[src/rtl/t_counter_n.sv]
// t_counter_n: WIDTH-bit modulo-MOD counter built from per-bit toggle cells.
// Modes: up, down, per-bit toggle and load. It provides a combinational
// terminal-count lookahead for cascading, a registered wrap pulse and a
// sticky overflow/illegal-operation flag.
// Legal parameters: 2 <= WIDTH <= 32, 2 <= MOD <= 2**WIDTH.
module t_counter_n #(
  parameter int unsigned     WIDTH = 8,
  parameter longint unsigned MOD   = 256
) (
  input  logic             clk,
  input  logic             rst,
  input  logic             en,
  input  logic [1:0]       mode,
  input  logic [WIDTH-1:0] din,
  input  logic             clr_ovf,
  output logic [WIDTH-1:0] q,
  output logic             tc,
  output logic             wrap,
  output logic             ovf
);

  localparam logic [1:0] MODE_UP  = 2'b00;
  localparam logic [1:0] MODE_DN  = 2'b01;
  localparam logic [1:0] MODE_TOG = 2'b10;
  localparam logic [1:0] MODE_LD  = 2'b11;

  // Highest legal count. When MOD == 2**WIDTH this is all ones, so the
  // "greater than MAX_C" legality test below can never fire.
  localparam logic [WIDTH-1:0] MAX_C  = WIDTH'(MOD - 64'd1);
  localparam logic [WIDTH-1:0] ZERO_C = {WIDTH{1'b0}};
  localparam logic [WIDTH-1:0] ONE_C  = {{(WIDTH-1){1'b0}}, 1'b1};

  logic [WIDTH-1:0] q_r;
  logic             wrap_r;
  logic             ovf_r;

  logic [WIDTH-1:0] q_nxt_s;
  logic             wrap_nxt_s;
  logic             ovf_set_s;
  logic [WIDTH-1:0] tog_s;
  logic             at_max_s;
  logic             at_zero_s;

  assign tog_s     = q_r ^ din;
  assign at_max_s  = (q_r == MAX_C);
  assign at_zero_s = (q_r == ZERO_C);

  // Next-state selection: the toggle cells' combined next value, the wrap
  // request and the overflow-set condition for the current mode.
  always_comb begin
    q_nxt_s    = q_r;
    wrap_nxt_s = 1'b0;
    ovf_set_s  = 1'b0;
    if (en) begin
      case (mode)
        MODE_UP: begin
          if (at_max_s) begin
            q_nxt_s    = ZERO_C;
            wrap_nxt_s = 1'b1;
            ovf_set_s  = 1'b1;
          end else begin
            q_nxt_s = q_r + ONE_C;
          end
        end
        MODE_DN: begin
          if (at_zero_s) begin
            q_nxt_s    = MAX_C;
            wrap_nxt_s = 1'b1;
            ovf_set_s  = 1'b1;
          end else begin
            q_nxt_s = q_r - ONE_C;
          end
        end
        MODE_TOG: begin
          // An out-of-range toggle result is refused: q holds, flag it.
          if (tog_s > MAX_C) begin
            ovf_set_s = 1'b1;
          end else begin
            q_nxt_s = tog_s;
          end
        end
        MODE_LD: begin
          // An out-of-range load value is refused: q holds, flag it.
          if (din > MAX_C) begin
            ovf_set_s = 1'b1;
          end else begin
            q_nxt_s = din;
          end
        end
        default: begin
          q_nxt_s    = q_r;
          wrap_nxt_s = 1'b0;
          ovf_set_s  = 1'b0;
        end
      endcase
    end else begin
      q_nxt_s    = q_r;
      wrap_nxt_s = 1'b0;
      ovf_set_s  = 1'b0;
    end
  end

  // State registers: count, one-cycle wrap pulse, and set-dominant sticky
  // overflow whose clear acts regardless of en.
  always_ff @(posedge clk or negedge rst) begin
    if (!rst) begin
      q_r    <= ZERO_C;
      wrap_r <= 1'b0;
      ovf_r  <= 1'b0;
    end else begin
      q_r    <= q_nxt_s;
      wrap_r <= wrap_nxt_s;
      ovf_r  <= ovf_set_s | (ovf_r & ~clr_ovf);
    end
  end

  assign q    = q_r;
  assign wrap = wrap_r;
  assign ovf  = ovf_r;

  // Terminal-count lookahead is deliberately unregistered so that a chained
  // stage sees its enable in the same cycle the low stage is about to wrap.
  assign tc = en & (((mode == MODE_UP) & at_max_s) |
                    ((mode == MODE_DN) & at_zero_s));

endmodule

[config.mk]
export PLATFORM = sky130hd
export DESIGN_NAME = t_counter_n
export DESIGN_NICKNAME = d
export VERILOG_FILES = /design/src/rtl/t_counter_n.sv
export SDC_FILE = /design/constraint.sdc
export NUM_CORES = 1
export LEC_CHECK = 0
export ABC_CLOCK_PERIOD_IN_PS = 4300
export BUFFER_PORTS_ARGS = -buffer_cell sky130_fd_sc_hd__buf_2
export CAP_MARGIN = 20
export CORE_UTILIZATION = 35
export DETAILED_ROUTE_END_ITERATION = 6
export PLACE_DENSITY = 0.53
export SYNTH_ARGS = -nofsm -noshare
export SYNTH_HDL_FRONTEND = slang
export SYNTH_SLANG_ARGS = --single-unit
export TNS_END_PERCENT = 30
[constraint.sdc]
create_clock -name clk -period 4.3 [get_ports clk]
set_input_delay 0.86 -clock clk [delete_from_list [all_inputs] [get_ports clk]]
set_output_delay 0.86 -clock clk [all_outputs]
set_load 0.1 [all_outputs]
Word level (Yosys, flattened, before mapping)
Index checks and enable logic that the tools add are counted.

word-level totals
  output and inout port bits = 11
  bits in registers = 10
  bits of input ports = 14

cells by class
  order comparisons = 2
  add/sub/neg operators = 2
  reduce and logical (&&, ||, !) cells = 3
  equality and inequality tests = 6
  bitwise gates (word level) = 8
  muxes and demuxes = 13

operators with widths
  operator                                               number
  two-way mux 8 bit                                      4
  one-hot mux 8 bit (4 select lines)                     1
  greater-than comparator 8 bit (second input constant)  2
  adder 8 x 1 -> 8 bit (second input constant)           1
  equality test 8 bit (second input constant)            1
  zero test 8 bit                                        1
  subtractor 8 x 1 -> 8 bit (second input constant)      1
  bitwise XOR 8 bit                                      1
  two-way mux 1 bit                                      6
  AND 1 bit                                              4
  equality test 2 bit (second input constant)            2
  inequality test 2 bit (second input constant)          2
  one-hot mux 1 bit (4 select lines)                     1
  AND reduction 3 bit                                    1
  equality test 2 x 1 -> 1 bit (second input constant)   1
  zero test 2 bit                                        1
  OR 1 bit                                               2
  one-hot mux 1 bit (2 select lines)                     1
  inverter 1 bit                                         1

Depth between registers and ports, before layout
Gate-level depths: netlist of the first run.

  word-level depth = 6
  mapped depth = 7

Worst setup path after synthesis of the first run
Ideal clock, no wire load.

  path type = flip-flop to output port
  start = register q_r[4], in the netlist q[4]
  end = output tc
  arrival time = 3.120 ns
  path buffers = 1
  slack = 0.320 ns
  cell stages (with the launch flop) = 6
  cells stage by stage = dfrtp_1 buf_6 or4_4 nor3_1 a21oi_1 nor2_1

on the way
  longest elaborated chain between the ends = 4
  elaborated cells on any way between the ends = 6
  classes of those cells = eq/ne: 1; bitwise: 4; reduce/logical: 1

ends and longest elaborated chain
  what                                                           RTL line  source
  start: declaration                                             33        logic [WIDTH-1:0] q_r;
  start signal: assignment                                       111       q_r <= q_nxt_s;
  equality test 8 bit / zero test 8 bit (equally long branches)  45, 46
  AND 1 bit (on tied branches)                                   123, 124
  OR 1 bit *                                                     123       assign tc = en & (((mode == MODE_UP) & at_max_s) |
  AND 1 bit *                                                    123
  end: declaration                                               17        output logic tc,

Mark *: on every way between the ends. The rest lies on a longest branch, timed or not.

Worst setup path after layout of the first run
  start = register q_r[3], in the netlist q[3]
  end = output tc

Same word-level chain as after synthesis.

==> results of run 1 <==
-- layout make-up --
cell class / count / area share [%]
Multi-Input combinational cell: 103 / 59.2
Sequential cell: 10 / 22.3
Timing Repair Buffer: 24 / 10.7
Tap cell: 30 / 3.35
Inverter: 7 / 2.35
Clock buffer: 3 / 2.01
-- worst max-delay path by stage --
stage	startpoint	cells after the start	slack (ps)	endpoint
finish	q[3]	5	1170	tc
global route	q[3]	5	1070	tc
CTS	q[3]	5	1160	tc
detailed placement	q[3]	5	1460	tc
global placement	q[3]	5	1490	tc
floorplan	q[4]	5	320	tc
-- routing by layer --
metal / track usage (%) / vias up / share of wire (%)
met3: 4.92 / 2 / 5.9
li1: - / 519 / -
met4: 3.57 / 0 / 0.63
met5: 0 / - / 0
met1: 23.9 / 503 / 47
met2: 29.3 / 31 / 47
-- cells by family after synthesis --
group | count (synthesis) | synth area share (%)
AO/OA/AOI/OAI | 48 | 31.5
AND/OR/NAND/NOR | 45 | 25.3
buffers and inverters | 17 | 8.06
flip-flops | 10 | 25.2
XOR/XNOR | 6 | 5.29
multiplexers | 2 | 2.14
adder cells (fa/ha/maj) | 2 | 2.52
-- power by group through the flow --
stage / Clock (mW) / Sequential, mW / Combinational [mW]
floorplan: 0 / 0.235 / 0.117
global placement: 0 / 0.148 / 0.244
detailed placement: 0 / 0.148 / 0.245
CTS: 0.0703 / 0.146 / 0.246
global route: 0.0739 / 0.151 / 0.263
finish: 0.0692 / 0.147 / 0.246
-- per-stage QoR --
stage / hold WS (ps) / setup WS (ps) / util [%]
6_report: 446 / 1170 / 43.6
5_1_grt: 454 / 1070 / 43.6
4_1_cts: 450 / 1160 / 43.6
3_5_place_dp: 541 / 1460 / 42.7
3_3_place_gp: 539 / 1490 / 42.7
2_1_floorplan: 564 / 320 / -
-- cells in the mapped netlist, types with 3 or more instances --
library cell / count
o22ai_1: 3
nand2_1: 9
dfrtp_1: 10
a31oi_1: 3
nor2_1: 10
buf_2: 4
nand3_1: 3
clkbuf_1: 3
nand2b_1: 3
nor3_1: 5
o21ai_0: 10
a21oi_1: 12
a21o_1: 3
inv_1: 7
xnor2_1: 4
-- flip-flops by register name, indices dropped and copies added (netlist names) --
register  count
wrap          1
ovf           1
q             8
-- critical path, cell delays in order (launching register included) --
cell and delay [ps]:
dfrtp_1 500, or4_4 610, nor3_1 200, a21oi_1 140, nor2_1 110, buf_2 430
==> metrics, run 1 <==
First DRT Iteration DRCs=52; Slew Viols, Final=0; Clock transition at path regs=80 ps; GRT Total Usage=18.0%; status=finished, final reports clean; Slew HR=67.8%; DR DRC count=0; Non-Filler Instances=177; synthesized net count=146; Clock Power Share=15.0%; worst-skew pair later-pin latency=270 ps; Mapped Area=993 sq um; Reg2Reg Depth=5; Sequential cell area=250 sq um; multi-input combinational cell area=663 sq um; Final setup viols=0; ys flop type=dfrtp_1; number of max-cap violations=0; Nets=approximately 170; async set or reset register ratio after synthesis=100%; reg2reg end=q[5]; reg2reg setup slack=2340 ps; min-delay worst type=primary input to async pin; drt wl/cell=around 15 microns; IO Port Bufs=24; global route total overflow=0; Post-CTS Setup Bufs=0; clk buf depth=2; CP startpoint kind=flip-flop; Period minus WS final=roughly 3100 ps; kind of end point of the critical path=output port; CTS tree=done; f_max=0.320 GHz; RR Startpoint=q[2]; sequential area share after synthesis=25.2%; # clock sinks=10; # rows=18; Comb pwr share=53.2%; global-route wire length before repair=4.44 mm; First-pass DRT Iterations=4; Placed Cells=between 150 and 200; Design Area, Final=1120 sq um; RSZ-0062 raised after global routing=no; final hold vios=0; Yosys top cell area share=about a quarter; Die Y-Extent=55.3 microns; commonest cells after routing, fill and taps aside=buf_2 (24), a21oi_1 (12), nor2_1 (10), o21ai_0 (10), dfrtp_1 (10); I/O pin count=25; Least-Margin Pin Slew=486 ps; warning count from the yosys run=0; Post-CTS Hold Buffers=0; width of the die=between 50 and 60 microns; Int Pwr=0.207 mW; Area Growth Syn to Fin=12.7%; Resized cells post-CTS=0; clock buffer count from CTS=3; CP arrival=2270 ps; Routed Antenna Nets=0; CTS Root Cell=clkbuf_4; crit path kind=flip-flop to output port; Seq pwr share=31.9%; critical path fanouts, max=12; leakage=approximately 0.48 nW; final WL=about 2.7 mm; Clock Skews=5.91 ps; Post-synth EDFFs=0; placed cell area=1100 sq um; Initial Util=between 30% and 40%; most common cell after layout, fill and taps aside=buf_2; Max H-tree Level=1; post-route setup TNS=0 ps; Synth Area per Inst=7.64 sq um; Power per Cell Area=413 nW/um^2; routed via count=1055; switch share=55.3%; layout cell share with drive strength beyond 1=23.8%; Peak VDD IR=0.279 mV; Core Region=about 2600 sq um; Die ar.=approximately 3100 sq um; Syn Inst Count=130; vias in the first global route=954; worst endpoint required time=3440 ps; Vias/cell=5.96; synth top area cells=dfrtp_1 (25%), a21oi_1 (6.0%), o21ai_0 (5.0%); ANT cells=0; Seq cells post-synth=10; fillcell total=286; NetSw=0.256 mW; Synth area leader=dfrtp_1; largest net degree at the start of global routing=25; initial antenna violation count=0; post-synthesis cell type count=47; Post-DP HPWL=a little under 2 mm; Final GP Congestion=0.856; Design Power=about 0.46 mW; Final period util=between 70% and 80%
No activity file was read; power rests on OpenSTA's default activity.
==> run 2: changes to the inputs <==
Settings changed: ABC_CLOCK_PERIOD_IN_PS 4300 to 2700, PLACE_DENSITY 0.53 to 0.56.
Clock period 4.3 ns to 2.7 ns, I/O delays scaled along.
==> run 2 against run 1 <==
Effect of this change:
- flip-flop and latch count stayed put
- global-route usage grew 1.2 points
- register-to-register slack worse by 1500 ps
- sequential power is 64% higher
- combinational power is 60% higher
- final cell count grew 0.56%
- die area unchanged
- clock skew down 1.3 ps
- worst setup slack lost 1000 ps
- sequential share of layout area is 0.24 points higher
- count of clock-buffer cells in the layout rose by 1
==> metrics, run 2 (synthesized netlist as in run 1, its figures left out) <==
status=finished, final reports clean; largest net degree at the start of global routing=25 (unchanged); global-route wire length before repair=4.62 mm (+4.1%); ANT cells=0 (unchanged); Slew HR=67.9% (+0.071 points); worst endpoint required time=2160 ps (-1280 ps); Slew Viols, Final=0 (unchanged); f_max=0.396 GHz; First-pass DRT Iterations=4 (unchanged); Reg2Reg Depth=5 (unchanged); Final setup viols=0 (unchanged); Clock transition at path regs=80 ps (about the same); clock buffer count from CTS=3 (unchanged); DR DRC count=0 (unchanged); CP arrival=1990 ps (-280 ps); Max H-tree Level=1 (unchanged); final hold vios=0 (unchanged); RSZ-0062 raised after global routing=no; Die Y-Extent=55.3 microns (unchanged); initial antenna violation count=0 (unchanged); Die ar.=3060 sq um (unchanged); final WL=2.81 mm (+3.8%); Clock Skews=4.62 ps (-1.29 ps); Power per Cell Area=644 nW/um^2 (+56%); IO Port Bufs=24 (unchanged); Initial Util=38.7% (unchanged); Nets=165 (unchanged); First DRT Iteration DRCs=48 (-7.7%); worst-skew pair later-pin latency=280 ps (about the same); crit path kind=flip-flop to output port; Critical path origin=q[3]; slowest stage cell on the critical path=or4_4; CTS Root Cell=clkbuf_4; # clock sinks=10 (unchanged); Post-DP HPWL=2.00 mm (+3.9%); RR Startpoint=q[2]; critical path fanouts, max=12 (unchanged); Routed Antenna Nets=0 (unchanged); Area Growth Syn to Fin=17.6%; I/O pin count=25 (unchanged); Final GP Congestion=0.883 (+3.2%); most common cell after layout, fill and taps aside=buf_2; CP startpoint kind=flip-flop; number of max-cap violations=0 (unchanged); CP Cell Sequence=or4_4 -> nor3_2 -> a21oi_2 -> nor2_4 -> buf_12; CTS tree=done; # rows=18 (unchanged); width of the die=55.3 microns (unchanged); commonest cells after routing, fill and taps aside=buf_2 (23), a21oi_1 (11), o21ai_0 (10); vias in the first global route=982 (+2.9%); Final period util=93.5%; highest cell delay on the worst timing path=580 ps (-30 ps); max FFs per register=8 (unchanged); layout cell share with drive strength beyond 1=30.4% (+6.6 points); Resized cells post-CTS=0 (unchanged); Post-CTS Hold Buffers=0 (unchanged); Core Region=2570 sq um (unchanged); leakage=0.483 nW (-0.34%); Design Power=0.753 mW (+63%); Placed Cells=174 (unchanged); clk buf depth=2 (unchanged); min-delay worst type=primary input to async pin; routed via count=1060 (+0.47%); Period minus WS final=2530 ps; Post-CTS Setup Bufs=0 (unchanged); GRT Total Usage=19.2% (+1.2 points); kind of end point of the critical path=output port; post-route setup TNS=0 ps (unchanged); Vias/cell=5.96 (about the same); Non-Filler Instances=178 (+0.56%); Peak VDD IR=0.401 mV (+44%); drt wl/cell=15.8 microns (+3.3%); Least-Margin Pin Slew=485 ps (-1.08 ps); global route total overflow=0 (unchanged)
[run 2: cell types whose count changed in the layout (fill, tap and decap cells not counted), sizes merged]
cell / delta
clkbuf: +1
[run 2: through the flow]
stage,worst slack (ps),cell area [sq um],hold slack [ps],utilization (%)
2_1_floorplan,67.9,1020,244,-
3_3_place_gp,498,1140,429,44.5
3_5_place_dp,473,1140,430,44.5
4_1_cts,163,1170,135,45.5
5_1_grt,52.3,1170,118,45.5
6_report,175,1170,127,45.5
[run 2: report_power, final]
group | internal (mW) | leakage (nW) | switching [mW]
registers | 0.180 | 0.113 | 0.0608
logic | 0.106 | 0.355 | 0.287
clock network | 0.0573 | 0.0150 | 0.0616
total | 0.343 | 0.483 | 0.409
[run 2: worst paths after layout]
kind | end | slack (ps)
min reg2reg | ovf | 550
max in group asynchronous | q[4] | 2330
min in group clk | ovf | 450
max reg2reg | q[5] | 790
min | q[2] | 130
max | tc | 170
[run 2: worst max-delay path, delay by kind of cell, from the launching register on]
| kind | cells | cell delay, ps |
|---|---|---|
| AOI/OAI and AO/OA | 1 | 120 |
| and+or+nand+nor | 3 | 910 |
| DFF | 1 | 490 |
| buffers and inverters | 1 | 180 |
[run 2: routing by layer]
layer	vias to the layer above	GRT usage, %	part of all wire [%]
met2	38	31.5	48
met1	501	24.2	45
li1	515	-	-
met5	-	0	0
met3	6	4.92	5.1
met4	0	6.79	1.9
[run 2: area by class of cell]
type	instances	area, sq um
fillers	283	1400
repair buffers	24	135
flip-flops and latches	10	264
well taps	30	37.5
inverters	7	26.3
multi-input cells	103	679
clock buffers	4	26.3
==> run 3: changes to the inputs <==
Settings changed: ABC_AREA set to 1, CTS_BUF_LIST set to sky130_fd_sc_hd__clkbuf_16, PLACE_DENSITY 0.56 to 0.55.
==> run 3 against run 2 <==
Effect of this change:
- the run now ends with DRC left
- global-route usage up 2.7 points
- utilization down 0.39 points
- first-iteration DRC count up 17%
- sequential share of layout area down 3.0 points
- non-clock buffer count up 4
- register-to-register slack better by 350 ps
- synthesized cell count up 34%
- worst setup slack worse by 9.3 ps
- sequential power down 10%
- wire length up 14%
- critical endpoint unchanged
- largest cell class unchanged
==> metrics, run 3 <==
Post-synth EDFFs=0 (unchanged); Area Growth Syn to Fin=18.7%; max FFs per register=8 (unchanged); commonest cells in the netlist=nand2_1 (48), nand3_1 (23), nor2_1 (19); leakage=0.647 nW (+34%); reg2reg end=q[6]; initial antenna violation count=0 (unchanged); kind of end point of the critical path=output port; Seq cells post-synth=10 (unchanged); Reg2Reg Depth=11 (+6); Final period util=93.9% (+0.34 points); DR DRC count=2 (+2); Post-CTS Setup Bufs=0 (unchanged); largest net degree at the start of global routing=14 (-44%); worst-skew pair later-pin latency=240 ps (-40 ps); Yosys top cell area share=23.1% (-2.1 points); min-delay worst type=primary input to async pin; Final GP Congestion=1.00 (+14%); Syn Inst Count=174 (+34%); commonest cells after routing, fill and taps aside=nand2_1 (48), nand3_1 (23), buf_2 (23); warning count from the yosys run=0 (unchanged); global route total overflow=0 (unchanged); fin util=45.1% (-0.39 points); post-route setup TNS=0 ps (unchanged); crit path kind=flip-flop to output port; ANT cells=0 (unchanged); async set or reset register ratio after synthesis=100% (unchanged); post-synthesis cell type count=27 (-43%); drt wl/cell=14.0 microns (-11%); worst endpoint required time=2160 ps (about the same); CTS Root Cell=clkbuf_16; Slew HR=67.5% (-0.36 points); Place WS=355 ps (-118 ps); clk buf depth=2 (unchanged); Non-Filler Instances=229 (+29%); Peak VDD IR=0.381 mV (-4.9%); Routed Antenna Nets=0 (unchanged); Hold Slack=161 ps (+34.4 ps); Die Y-Extent=57.7 microns (+4.3%); most common cell after layout, fill and taps aside=nand2_1; CTS tree=done; synthesized net count=190 (+30%); number of max-cap violations=0 (unchanged); final WL=3.22 mm (+14%); Mapped Area=1080 sq um (+9.2%); Clock transition at path regs=40 ps (-40 ps); Synth Area per Inst=6.23 sq um (-18%); status=complete, but fails checks; vias in the first global route=1115 (+14%); width of the die=57.7 microns (+4.3%); f_max=0.395 GHz (-0.37%); global-route wire length before repair=5.40 mm (+17%); Synth area leader=dfrtp_1; Vias/cell=5.33 (-10%); final hold vios=0 (unchanged); Power per Cell Area=704 nW/um^2 (+9.2%); synth top area cells=dfrtp_1 (23%), nand2_1 (17%), nand3_1 (11%); Final setup viols=0 (unchanged); Period minus WS final=2530 ps (+9.31 ps); First-pass DRT Iterations=6 (+2); RR Startpoint=q[0]; Placed Cells=225 (+29%); layout cell share with drive strength beyond 1=31.3% (+0.91 points); CP startpoint kind=flip-flop; IO Port Bufs=24 (unchanged); Initial Util=38.0% (-0.67 points); ys flop type=dfrtp_1; CP arrival=1990 ps (about the same); failing checks=DRC; routed via count=1221 (+15%); clock buffer count from CTS=3 (unchanged); Max H-tree Level=1 (unchanged); Core Region=2850 sq um (+11%); Post-DP HPWL=2.53 mm (+27%); reg2reg setup slack=1140 ps (+350 ps); RSZ-0062 raised after global routing=no; Die ar.=3330 sq um (+8.9%); # clock sinks=10 (unchanged); Nets=215 (+30%); Least-Margin Pin Slew=491 ps (+5.47 ps); First DRT Iteration DRCs=56 (+17%); Clock Skews=2.04 ps (-2.58 ps); GRT Total Usage=21.8% (+2.7 points); count leader, synth=nand2_1; Final WS setup=166 ps (-9.31 ps); Slew Viols, Final=0 (unchanged); critical path fanouts, max=8 (-4); I/O pin count=25 (unchanged); # rows=19 (+1); sequential area share after synthesis=23.1% (-2.1 points)
[run 3: worst max-delay path by stage]
stage | from | endpoint | slack, ps
after CTS | q[0] | tc | 90
after global placement | q[1] | tc | 390
after floorplan | q[6] | tc | 130
final | q[0] | tc | 170
after global routing | q[0] | tc | 30
after detailed placement | q[0] | tc | 350
[run 3: per-layer routing]
metal | part of all wire (%) | GRT usage [%] | up-vias | routed length [microns]
li1 | - | - | 610 | -
met1 | 46 | 31.1 | 557 | 1470
met2 | 46 | 33.9 | 47 | 1480
met3 | 6.6 | 3.57 | 7 | 211
met4 | 1.6 | 7.14 | 0 | 53
met5 | 0 | 0 | - | 0
[run 3: worst max-delay path, cell delays in order, from the launching register on]
cell	delay, ps
dfrtp_2	440
inv_2	140
ha_1	240
inv_1	70
nor3_2	120
nand3_2	130
nand2_1	80
nand2_1	110
clkinvlp_4	90
clkbuf_4	310
[run 3: cells by family after synthesis]
kind of cell    share of synthesized area, %
buf+inv                                 14.2
flops                                   23.1
simple gates                            45.0
compound gates                          15.5
fa+ha+maj                               2.31
[run 3: power breakdown]
group | internal [mW] | switching [mW]
logic | 0.102 | 0.312
clock network | 0.195 | 0.0814
registers | 0.171 | 0.0450
[run 3: cell type report]
| cell class | instances | area (sq um) |
|---|---|---|
| fillers | 306 | 1570 |
| multi-input cells | 135 | 681 |
| flip-flops and latches | 10 | 253 |
| repair buffers | 28 | 153 |
| inverters | 21 | 83.8 |
| clock buffers | 3 | 75.1 |
| well taps | 31 | 38.8 |
| clock inverters | 1 | 3.75 |
[run 3: metrics by stage]
stage | total power [mW] | cell area (sq um)
after detailed placement | 0.628 | 1210
after floorplan | 0.548 | 1090
after global placement | 0.637 | 1210
after global routing | 0.957 | 1290
after CTS | 0.904 | 1280
final | 0.906 | 1290
[run 3: timing repair]
action | in CTS | in global routing
endpoints found under the setup margin | 0 | 1
hold buffers | 0 | 0
gates resized for setup | 0 | 1
